<file path="config.mk">
export PLATFORM = sky130hd
export DESIGN_NAME = id_ex_buf
export DESIGN_NICKNAME = d
export VERILOG_FILES = /design/src/rtl/id_ex_buf.sv
export SDC_FILE = /design/constraint.sdc
export NUM_CORES = 1
export LEC_CHECK = 0
export ABC_AREA = 1
export CAP_MARGIN = 20
export CORE_MARGIN = 1
export CORE_UTILIZATION = 30
export DETAILED_ROUTE_END_ITERATION = 12
export PLACE_DENSITY = 0.63
export SYNTH_ARGS = -nofsm -noshare
export SYNTH_HDL_FRONTEND = slang
export SYNTH_SLANG_ARGS = --single-unit
</file>
<file path="constraint.sdc">
create_clock -name clk -period 3.5 [get_ports clk]
set_input_delay 0.7 -clock clk [delete_from_list [all_inputs] [get_ports clk]]
set_output_delay 0.7 -clock clk [all_outputs]
set_load 0.02 [all_outputs]
</file>
<file path="src/rtl/id_ex_buf.sv">
// Elastic decode->execute buffer: DEPTH-entry FIFO of packed payloads with flush
// and a global freeze (rdy). An empty buffer presents an all-zero payload (NOP).

module id_ex_buf_entry #(
  parameter int WIDTH = 32
) (
  input  logic             clk,
  input  logic             we,
  input  logic [WIDTH-1:0] d,
  output logic [WIDTH-1:0] q
);
  logic [WIDTH-1:0] data_q;

  // Storage is deliberately not reset; the head read is masked while empty.
  always_ff @(posedge clk) begin
    if (we) data_q <= d;
  end

  assign q = data_q;
endmodule

module id_ex_buf #(
  parameter  int WIDTH = 32,
  parameter  int DEPTH = 2,
  localparam int CW    = $clog2(DEPTH+1)
) (
  input  logic             clk,
  input  logic             rst,
  input  logic             rdy,
  input  logic             flush,
  input  logic             in_valid,
  output logic             in_ready,
  input  logic [WIDTH-1:0] in_data,
  output logic             out_valid,
  input  logic             out_ready,
  output logic [WIDTH-1:0] out_data,
  output logic [CW-1:0]    count
);
  localparam int PW = $clog2(DEPTH);

  logic [PW-1:0]                 wr_ptr_q, wr_ptr_d;
  logic [PW-1:0]                 rd_ptr_q, rd_ptr_d;
  logic [CW-1:0]                 count_q, count_d;
  logic [DEPTH-1:0][WIDTH-1:0]   mem_q;
  logic                          push, pop;

  assign in_ready  = (count_q != CW'(DEPTH));
  assign out_valid = (count_q != '0);
  assign count     = count_q;

  assign push = rdy & in_valid & in_ready  & ~flush;
  assign pop  = rdy & out_valid & out_ready & ~flush;

  for (genvar i = 0; i < DEPTH; i++) begin : g_ent
    id_ex_buf_entry #(.WIDTH(WIDTH)) u_ent (
      .clk (clk),
      .we  (push && (wr_ptr_q == PW'(i))),
      .d   (in_data),
      .q   (mem_q[i])
    );
  end

  assign out_data = out_valid ? mem_q[rd_ptr_q] : '0;

  // Pointers wrap by natural overflow since DEPTH is a power of two.
  always_comb begin
    wr_ptr_d = wr_ptr_q;
    rd_ptr_d = rd_ptr_q;
    count_d  = count_q;
    if (rdy && flush) begin
      wr_ptr_d = '0;
      rd_ptr_d = '0;
      count_d  = '0;
    end else begin
      if (push) wr_ptr_d = wr_ptr_q + 1'b1;
      if (pop)  rd_ptr_d = rd_ptr_q + 1'b1;
      if (push && !pop)      count_d = count_q + 1'b1;
      else if (pop && !push) count_d = count_q - 1'b1;
    end
  end

  always_ff @(posedge clk or negedge rst) begin
    if (!rst) begin
      wr_ptr_q <= '0;
      rd_ptr_q <= '0;
      count_q  <= '0;
    end else begin
      wr_ptr_q <= wr_ptr_d;
      rd_ptr_q <= rd_ptr_d;
      count_q  <= count_d;
    end
  end
endmodule

</file>
After elaboration in Yosys (flattened, before gate mapping) --
Index checks and enable logic that the tools add are counted.
Storage, ports and cells: flip-flop bits (word level) 68, latch bits 0, RAM bits 0, logic and storage cells 40, ROM bits 0, memories kept 0
Cells by class: shift-type cells 0, order comparisons 1, multipliers 0, add/subtract/negate cells 4, bitwise operators 8, multiplexer cells 10, eq/ne operators 1, div/mod/pow operators 0, reduce and logical (&&, ||, !) cells 11
Operators with widths (number):
- $mux 32 | 3
- $and 1x1->1 | 6
- $mux 2 | 3
- $reduce_bool 2->1 | 3
- $logic_and 1x1->1 | 5
- $mux 1 | 4
- $reduce_bool 3->1 | 1
- $add 1x1->1 const B | 2
- $add 2x1->2 const B | 1
- $logic_not 1->1 | 2
- $lt 1x2->1 const B | 1
- $ne 2x2->1 const B | 1
- $not 1->1 | 2
- $sub 2x1->2 const B | 1

Logic depth before layout (Yosys ltp) --
Gate-level depths: netlist (run 1).
depth in word-level cells 8, mapped depth 7, mapped depth without buffers 7

Cells and area by module --
A second synthesis (run 1) with hierarchy kept.
Unflattened totals: cells, all modules 211, area total of the unflattened synthesis 2643.8 um^2
By module, submodules not included:
- id_ex_buf_entry | sequential area each 960.9 um^2, cells an instance 32, instances 2, area an instance 960.9 um^2
- id_ex_buf | sequential area each 100.1 um^2, cells an instance 147, instances 1, area an instance 721.9 um^2

Worst setup path before layout (run 1) --
Ideal clock, no wire load.
path kind input to register, from input rdy, to register g_ent[0].u_ent.data_q[0], enable pin, path buffers 0, required time 3079 ps, path slack 618 ps, arrival 2461 ps, stages 4, library setup time 421 ps, cell sequence inv_1 nor2_1 nand2_1 nor2_1
Between the ends: cells in the longest elaborated chain, start to end 4
RTL lines:
- from (decl) | RTL line 29 | input logic rdy,
- $and 1x1->1 (3 in a row) | RTL line 51 | assign push = rdy & in_valid & in_ready & ~flush;
- $logic_and 1x1->1 | RTL line 57 | .we (push && (wr_ptr_q == PW'(i))),
- named net g_ent[0].u_ent.we | RTL line 8 | input logic we,
- to (signal assigned) | RTL line 16 | if (we) data_q <= d;
- to (decl) | RTL line 12 | logic [WIDTH-1:0] data_q;
The timed path passes the listed nets, and every way through them passes these cells. A chain may end at the register's enable or synchronous reset.

Final worst setup path (run 1) --
from register count_q[0], in the netlist count[0], to output out_data[28]
Between the ends: cells in the longest elaborated chain, start to end 2
RTL lines:
- from (decl) | RTL line 43 | logic [CW-1:0] count_q, count_d;
- from (signal assigned) | RTL line 90 | count_q <= count_d;
- $reduce_bool 2->1 | RTL line 48 | assign out_valid = (count_q != '0);
- $mux 32 | RTL line 63 | assign out_data = out_valid ? mem_q[rd_ptr_q] : '0;
- to (decl) | RTL line 36 | output logic [WIDTH-1:0] out_data,
Every way passes these cells.

==> results, run 1 <==
- The run finished with clean final reports.
- Dividing the final minimum period by the clock period gives 84.10%.
- For this design the static power due to leakage is 1.322 nW.
- The non-filler instance count after layout is 398.
- The cell area after layout is 3717 µm².
- The cts-stage hold buffer count is 0.
- The clock latency of the later-clocked register in the worst-skew pair is approximately 0.33 ns.
- After synthesis, the cell types taking the most area are edfxtp_1 73%, nand2_1 11%, a21oi_1 6.2%.
- The signal on the critical path passes through nor2_4 -> a21oi_1 -> clkdlybuf4s50_1.
- The die width is ~96 µm.
- The synthesized area per cell is between 10 and 15 µm².
- In this design, the stage delay of the slowest critical-path cell is 0.67 ns.
- In the synthesized netlist the dominant register cell turns out to be edfxtp_1.
- The die area is approximately 9200 µm².
- VDD sags by at most 0.0002248 V.
- The total number of clock tree sinks is 68.
- The worst hold-check path type is primary input to asynchronous set/reset pin.
- The number of DRC markers after the initial detailed-route iteration is 97.
- The power density over the cells is around 730 nW/µm².
- The clock passes through at most 2 buffers.
- STA classifies the critical path startpoint as a flop.
- The Yosys step of the flow raised 0 warnings.
- The area after detailed placement is 3511 µm².
- The buffers inserted during post-CTS setup optimization is 0.
- The number of buffers added by the clock tree synthesis step is 9.
- The placeable core region is 8382 µm².
- The maximum number of pins on one net before global-route repair is 35.
- The critical path is of the flop to primary output type.
- The first global-routing pass estimated 8.549 mm of wire.
- Once detail routing completed, the nets flagged for antenna violations numbered 0.
- The top cell type by total area after synthesis is edfxtp_1.
- The largest clock skew in the final design is 0.005725 ns.
- Across all hold checks on the routed design, the worst slack comes to between 0.5 and 0.6 ns.
- The final hold violation count came to 0.
- For the final routed database, the setup TNS stands at 0 ns.
- The post-synth net total is 249.
- The starting density of the core is 31.54%.
- The worst-path maximum fanout is 33.
- The post-synthesis sequential area ratio is 76.48%.
- The synthesized design devotes to its leading area cell type 72.69% of total area.
- The most common cell in the synthesized netlist is nand2_1.
- The number of core rows is 33.
- The synthesized netlist cell count is between 200 and 250.
- The number of placed instances, taps included, is 382.
- The buffering stage count on the worst path with inverters included is 1.
- For the finished layout, the period the worst path requires is 2.943 ns.
- The count of distinct cell types in the synthesized netlist is 14.
- The cell type of the slowest stage on the worst timing path is nor2_4.
- In this run the number of H-tree levels came out at 3.
- Setup repair after global routing left no endpoint under its margin.
- The critical path required time is 2.80 ns.
- Setup violations remaining at the end of the flow were counted as 0.
- The number of pins exceeding their max-slew limit in the final report is 0.
- In this run the vertical extent of the chip is 95.88 µm.
- The average routed wire per standard cell is 14.40 µm.
- Based on the critical path, the design can be clocked at up to 339.7 MHz.
- The final RePlAce weighted congestion is between 0.7 and 0.8.
- The total of max-cap violations is 0.
- Wires add up to 5.732 mm.
- The number of flops mapped to enable cells by yosys is 64.
- STA classifies the critical path endpoint as a primary output.
- The number of detailed-routing iterations run before antenna repair is 4.
- At the end of the flow, the number of nets in the layout was about 330.
- The number of buffers inserted by port buffering is 73.
- The via density per instance is 4.568.
- The tree is rooted in a clkbuf_8.
- The post-cts gate resize count is 0.
- The commonest cells after synthesis are 78 x nand2_1, 64 x edfxtp_1, 33 x a21oi_1.
- The CTS tree is done.
- After synthesis, the share of flip-flops with an asynchronous set or reset is about 6%.
- In the routed design, unresolved DRC markers number 0.
- Global routing finished with a remaining overflow of 0.
- The arrival time of data at the critical path endpoint is between 2 and 2.5 ns.
- After clock tree synthesis, the clock-pin slew on the worst setup and hold paths is 0.07 ns.
- The via total after detailed routing is between 1500 and 2000.
- The antenna diode instance count is 0.
- The family of cells with the greatest summed delay on the critical path is simple AND/OR/NAND/NOR gates.
- The I/O pin count is 74.
- The worst pin sits at a relative slew slack of roughly 46%.
- In the final layout, the share of cells above drive strength 1 is 8.532%.
- The via count of the first global-routing pass is 1783.
- After synthesis the cells add up to 2644 µm².
- At the pin with the least slew margin, the transition time is 0.8063 ns.
- Compared with the post-synthesis result, the final layout area differs by 40.61%.
- The number of antenna violations at the first check in global routing is 0.
- The HPWL after detailed placement is 3.706 mm.
- The number of flip-flops and latches in the synthesized netlist is 68.
- For this run, the total global-route usage over all layers was measured as 13.09%.
## path summary, 6_finish.rpt
check,start,endpoint,slack (ns),cells past startpoint
setup / recovery,count[0]$_DFFE_PN0P_,out_data[28],0.56,3
hold / removal,rst,count[1]$_DFFE_PN0P_,0.57,1
setup reg to reg,count[0]$_DFFE_PN0P_,g_ent[0].u_ent.q[15]$_DFFE_PP_,1.49,5
hold reg to reg,wr_ptr_q$_DFFE_PN0P_,wr_ptr_q$_DFFE_PN0P_,0.57,1
max in group asynchronous,rst,rd_ptr_q$_DFFE_PN0P_,2.75,1
min in group clk,wr_ptr_q$_DFFE_PN0P_,wr_ptr_q$_DFFE_PN0P_,0.57,1
## metal layers
layer | part of all wire, % | track usage, % | vias to the layer above
met5 | 0 | 0 | -
met4 | 0.77 | 4.478 | 0
met3 | 7.4 | 4.344 | 5
met2 | 50 | 22.20 | 55
met1 | 42 | 15.59 | 867
li1 | - | - | 891
## final cells by class
type	instances	area, µm²
Inverter	6	22.52
Timing Repair Buffer	76	765.7
Fill cell	763	4664
Tap cell	105	131.4
Clock buffer	10	127.6
Multi-Input combinational cell	127	569.3
Sequential cell	68	2022
Clock inverter	6	78.83
## where the power goes
part / total (W) / switching (W) / internal, W
registers: 0.000989 / 0.0000401 / 0.000949
clock network: 0.000669 / 0.000274 / 0.000395
logic: 0.00105 / 0.000608 / 0.000442
## flip-flops by register name, summed over array words and instances, names as in the netlist
name	cells
count	2
g_ent.u_ent.q	64
rd_ptr_q	1
wr_ptr_q	1
## cell usage in the layout (no fill, tap or decap)
cell,synthesis,routed
a21boi_1,1,1
a21oi_1,33,33
buf_12,0,1
buf_4,0,2
bufinv_16,0,2
clkbuf_1,0,1
clkbuf_8,0,9
clkdlybuf4s50_1,0,73
clkinv_1,0,1
clkinv_2,0,3
dfrtp_1,4,4
edfxtp_1,64,64
inv_1,3,3
inv_2,3,3
nand2_1,78,78
nand3_1,4,4
nand3_2,2,2
nand4_1,2,2
nor2_1,4,2
nor2_4,0,3
o21ai_1,2,2
## cell families (layout without fill, tap and decap cells)
| group | count (synthesis) | in the layout | synth area share, % |
|---|---|---|---|
| AO/OA/AOI/OAI | 36 | 36 | 6.910 |
| buffers and inverters | 16 | 98 | 2.745 |
| flip-flops | 68 | 68 | 76.48 |
| AND/OR/NAND/NOR | 91 | 91 | 13.87 |
## worst reg2reg max path, cell delays in order, from the launching register on
cell and delay, ns:
dfrtp_1 0.49, inv_2 0.07, a21boi_1 0.20, nand2_1 0.23, nor2_4 0.48, buf_12 0.23
## per-stage QoR
stage,util (%),power [W],worst slack [ns]
after floorplan,-,0.001565,0.6182
final,44.35,0.002708,0.5566
after global placement,41.89,0.002065,0.7708
after global routing,44.35,0.002863,0.4335
after detailed placement,41.89,0.002074,0.6827
after CTS,44.35,0.002751,0.5099
No activity file was read; power rests on OpenSTA's default activity.
==> run 2, diff against run 1 <==
- PLACE_DENSITY: 0.63 -> 0.65
- clock period: 3.5 -> 2.5 ns (I/O delays scaled with it)
==> results, run 2 (synthesis results as in run 1) <==
- Run status: completed (unchanged).
- The flip-flop and latch area was 2023 µm² (was 2022 µm²).
- The maximum number of pins on one net before global-route repair was 20 (was 35).
- The HPWL after detailed placement is 3.704 mm (was 3.706 mm).
- Counting I/O delays and the setup requirement, the final critical path takes 2.396 ns.
- The number of flip-flops under the largest register name is 64 (unchanged).
- The fraction of layout instances using a drive strength above 1 is 10.63% (was 8.532%).
- The height of the die was 95.88 µm (unchanged).
- The average routed wire per standard cell is 13.25 µm (was 14.40 µm).
- The power density over the cells is 965.0 nW/µm² (was 728.5 nW/µm²).
- The I/O pin count is 74 (unchanged).
- The number of buffers inserted by port buffering is 73 (unchanged).
- The number of buffers added by the clock tree synthesis step is 9 (unchanged).
- The critical path endpoint category is a primary output (unchanged).
- The highest attainable clock frequency is 417.4 MHz.
- The clock latency of the later-clocked register in the worst-skew pair is 0.34 ns (was 0.33 ns).
- The cell area after layout is 3755 µm² (was 3717 µm²).
- The buffers inserted during post-CTS setup optimization was 0 (unchanged).
- The overall power of the completed layout came to 0.003623 W (was 0.002708 W).
- The number of DRC markers after the initial detailed-route iteration is 44 (was 97).
- The antenna diode instance count is 0 (unchanged).
- The number of antenna violations at the first check in global routing is 0 (unchanged).
- The total area of multi-input combinational cells came to 569.3 µm² (unchanged).
- The leakage dissipation is 1.385 nW (was 1.322 nW).
- The met2 usage came to 20.24% (was 22.20%).
- The largest clock skew in the final design is 0.01235 ns (was 0.005725 ns).
- The via total after detailed routing came to 1765 (was 1818).
- The CTS tree is done (unchanged).
- The die area is 9192 µm² (unchanged).
- The worst path setup slack after routing is 0.1042 ns (was 0.5566 ns).
- The number of core rows is 33 (unchanged).
- The antenna violation net count after detailed routing is 0 (unchanged).
- The met1 track utilization from global routing is 15.49% (was 15.59%).
- The critical path required time is 2.00 ns (was 2.80 ns).
- The worst hold-check path type is primary input to asynchronous set/reset pin (unchanged).
- The classification of the worst setup path is flop to primary output (unchanged).
- The total of max-cap violations is 0 (unchanged).
- The area growth from synthesis to layout is 42.03% (was 40.61%).
- The slew of the pin with the lowest slew margin is 0.2973 ns (was 0.8063 ns).
- The starting density of the core is 31.54% (unchanged).
- The non-filler instance count after layout is 406 (was 398).
- The post-CTS clock slew at the launch and capture registers of the worst setup and hold paths was 0.06 ns (was 0.07 ns).
- The post-placement worst setup slack is 0.2719 ns (was 0.6827 ns).
- The worst-case headroom to the max-slew limit came to 80.13% (was 46.12%).
- The first-pass GRT wire length is 8.397 mm (was 8.549 mm).
- The final RePlAce weighted congestion is 0.7210 (was 0.7562).
- The worst-path maximum fanout is 19 (was 33).
- The buffer levels on the longest clock path came to 2 (unchanged).
- The number of remaining DRC errors was 0 (unchanged).
- The number of pins exceeding their max-slew limit in the final report is 0 (unchanged).
- The total number of clock tree sinks is 68 (unchanged).
- The placeable core region was 8382 µm² (unchanged).
- The number of filler instances in the final layout is 770 (was 763).
- The arrival time of data at the critical path endpoint is 1.90 ns (was 2.24 ns).
- The count of H-tree levels built during CTS is 3 (unchanged).
- The total wirelength of the detailed-routed design was 5.378 mm (was 5.732 mm).
- The met3 track demand over resource in global routing is 4.897% (was 4.344%).
- The via density per instance is 4.347 (was 4.568).
- The layout net count is 334 (was 326).
- The count of final setup violators is 0 (unchanged).
- The placed cell count is 390 (was 382).
- The utilization after layout is 44.80% (was 44.35%).
- The via count of the first global-routing pass was 1763 (was 1783).
- The busiest layer in global routing is met2 (unchanged).
- The number of detailed-routing iterations run before antenna repair was 6 (was 4).
- The nature of the critical path startpoint is a flop (unchanged).
- The worst ir drop on vdd is 0.0004559 V (was 0.0002248 V).
- The final hold violation count came to 0 (unchanged).
- The area after detailed placement is 3583 µm² (was 3511 µm²).
- Top library cells by usage in the layout, fill and taps aside: 78 x nand2_1, 69 x clkdlybuf4s50_1, 64 x edfxtp_1 (was 78 x nand2_1, 73 x clkdlybuf4s50_1, 64 x edfxtp_1).
- The total congestion overflow after global routing is 0 (unchanged).
- The post-route fraction of the period consumed by the critical path is between 90% and 100%.
- The most frequent standard cell in the layout excluding fill and tap cells was nand2_1 (unchanged).
- The total global-route track usage is 12.77% (was 13.09%).
- Setup repair after global routing missed its margin: no (unchanged).
- The clock tree root buffer cell is clkbuf_8 (unchanged).
- The die width is 95.88 µm (unchanged).
[run 2: cell count changes in the layout (fill, tap and decap cells not counted)]
cell / change
dlymetal6s2s_1: +4
clkbuf_1: +1
bufinv_16: -2
dfrtp_2: +1
clkinv_2: -2
clkinv_4: +1
dfrtp_1: -1
clkdlybuf4s50_1: -4
buf_4: +7
clkinv_1: +1
buf_12: +1
clkinvlp_4: +1
[run 2: critical path, cell delays in order, from the launching register on]
cell             delay [ns]
dfrtp_1                0.49
nor2_4                 0.07
buf_4                  0.21
a21oi_1                0.18
clkdlybuf4s50_1        0.63
[run 2: final timing paths]
| path | slack [ns] | depth (start not counted) | to | start |
|---|---|---|---|---|
| worst max-delay path | 0.10 | 4 | out_data[14] | count[0]$_DFFE_PN0P_ |
| worst min-delay path | 0.37 | 1 | count[0]$_DFFE_PN0P_ | rst |
| worst max register to register | 0.75 | 5 | g_ent[1].u_ent.q[6]$_DFFE_PP_ | count[0]$_DFFE_PN0P_ |
| worst min register to register | 0.56 | 1 | wr_ptr_q$_DFFE_PN0P_ | wr_ptr_q$_DFFE_PN0P_ |
| max in group asynchronous | 1.95 | 1 | count[1]$_DFFE_PN0P_ | rst |
| min in group clk | 0.56 | 1 | wr_ptr_q$_DFFE_PN0P_ | wr_ptr_q$_DFFE_PN0P_ |
[run 2: what timing repair did]
action / in CTS / in global routing
hold buffers: 0 / 0
endpoints found under the hold margin: 0 / 0
gates resized for setup: 0 / 5
setup endpoints to repair: 0 / 5
[run 2: layout make-up]
type | instances | area share, %
Clock buffer | 11 | 3.499
Clock inverter | 5 | 0.7664
Inverter | 6 | 0.5998
Multi-Input combinational cell | 127 | 15.16
Sequential cell | 68 | 53.88
Tap cell | 105 | 3.499
Timing Repair Buffer | 84 | 22.59
[run 2: report_power, final]
part	internal (W)	switching [W]	leakage (nW)	total [W]
sequential	0.00133	0.0000581	0.628	0.00139
clock	0.000353	0.000385	0.0784	0.000739
combinational	0.000655	0.000841	0.678	0.00150
[run 2: routing by layer]
layer	wire, µm	up-vias
li1	-	905
met1	2459	802
met2	2534	51
met3	316	7
met4	68	0
met5	0	-
[run 2: metrics by stage]
stage / hold slack [ns] / setup TNS, ns
2_1_floorplan: 0.2044 / -11.95
3_3_place_gp: 0.5526 / 0
3_5_place_dp: 0.5552 / 0
4_1_cts: 0.3632 / 0
5_1_grt: 0.3716 / 0
6_report: 0.3718 / 0
==> run 3, diff against run 2 <==
- SLEW_MARGIN: unset -> 15
==> results of run 3 <==
Same layout as run 2: the final DEF is identical, and so are final timing and power.
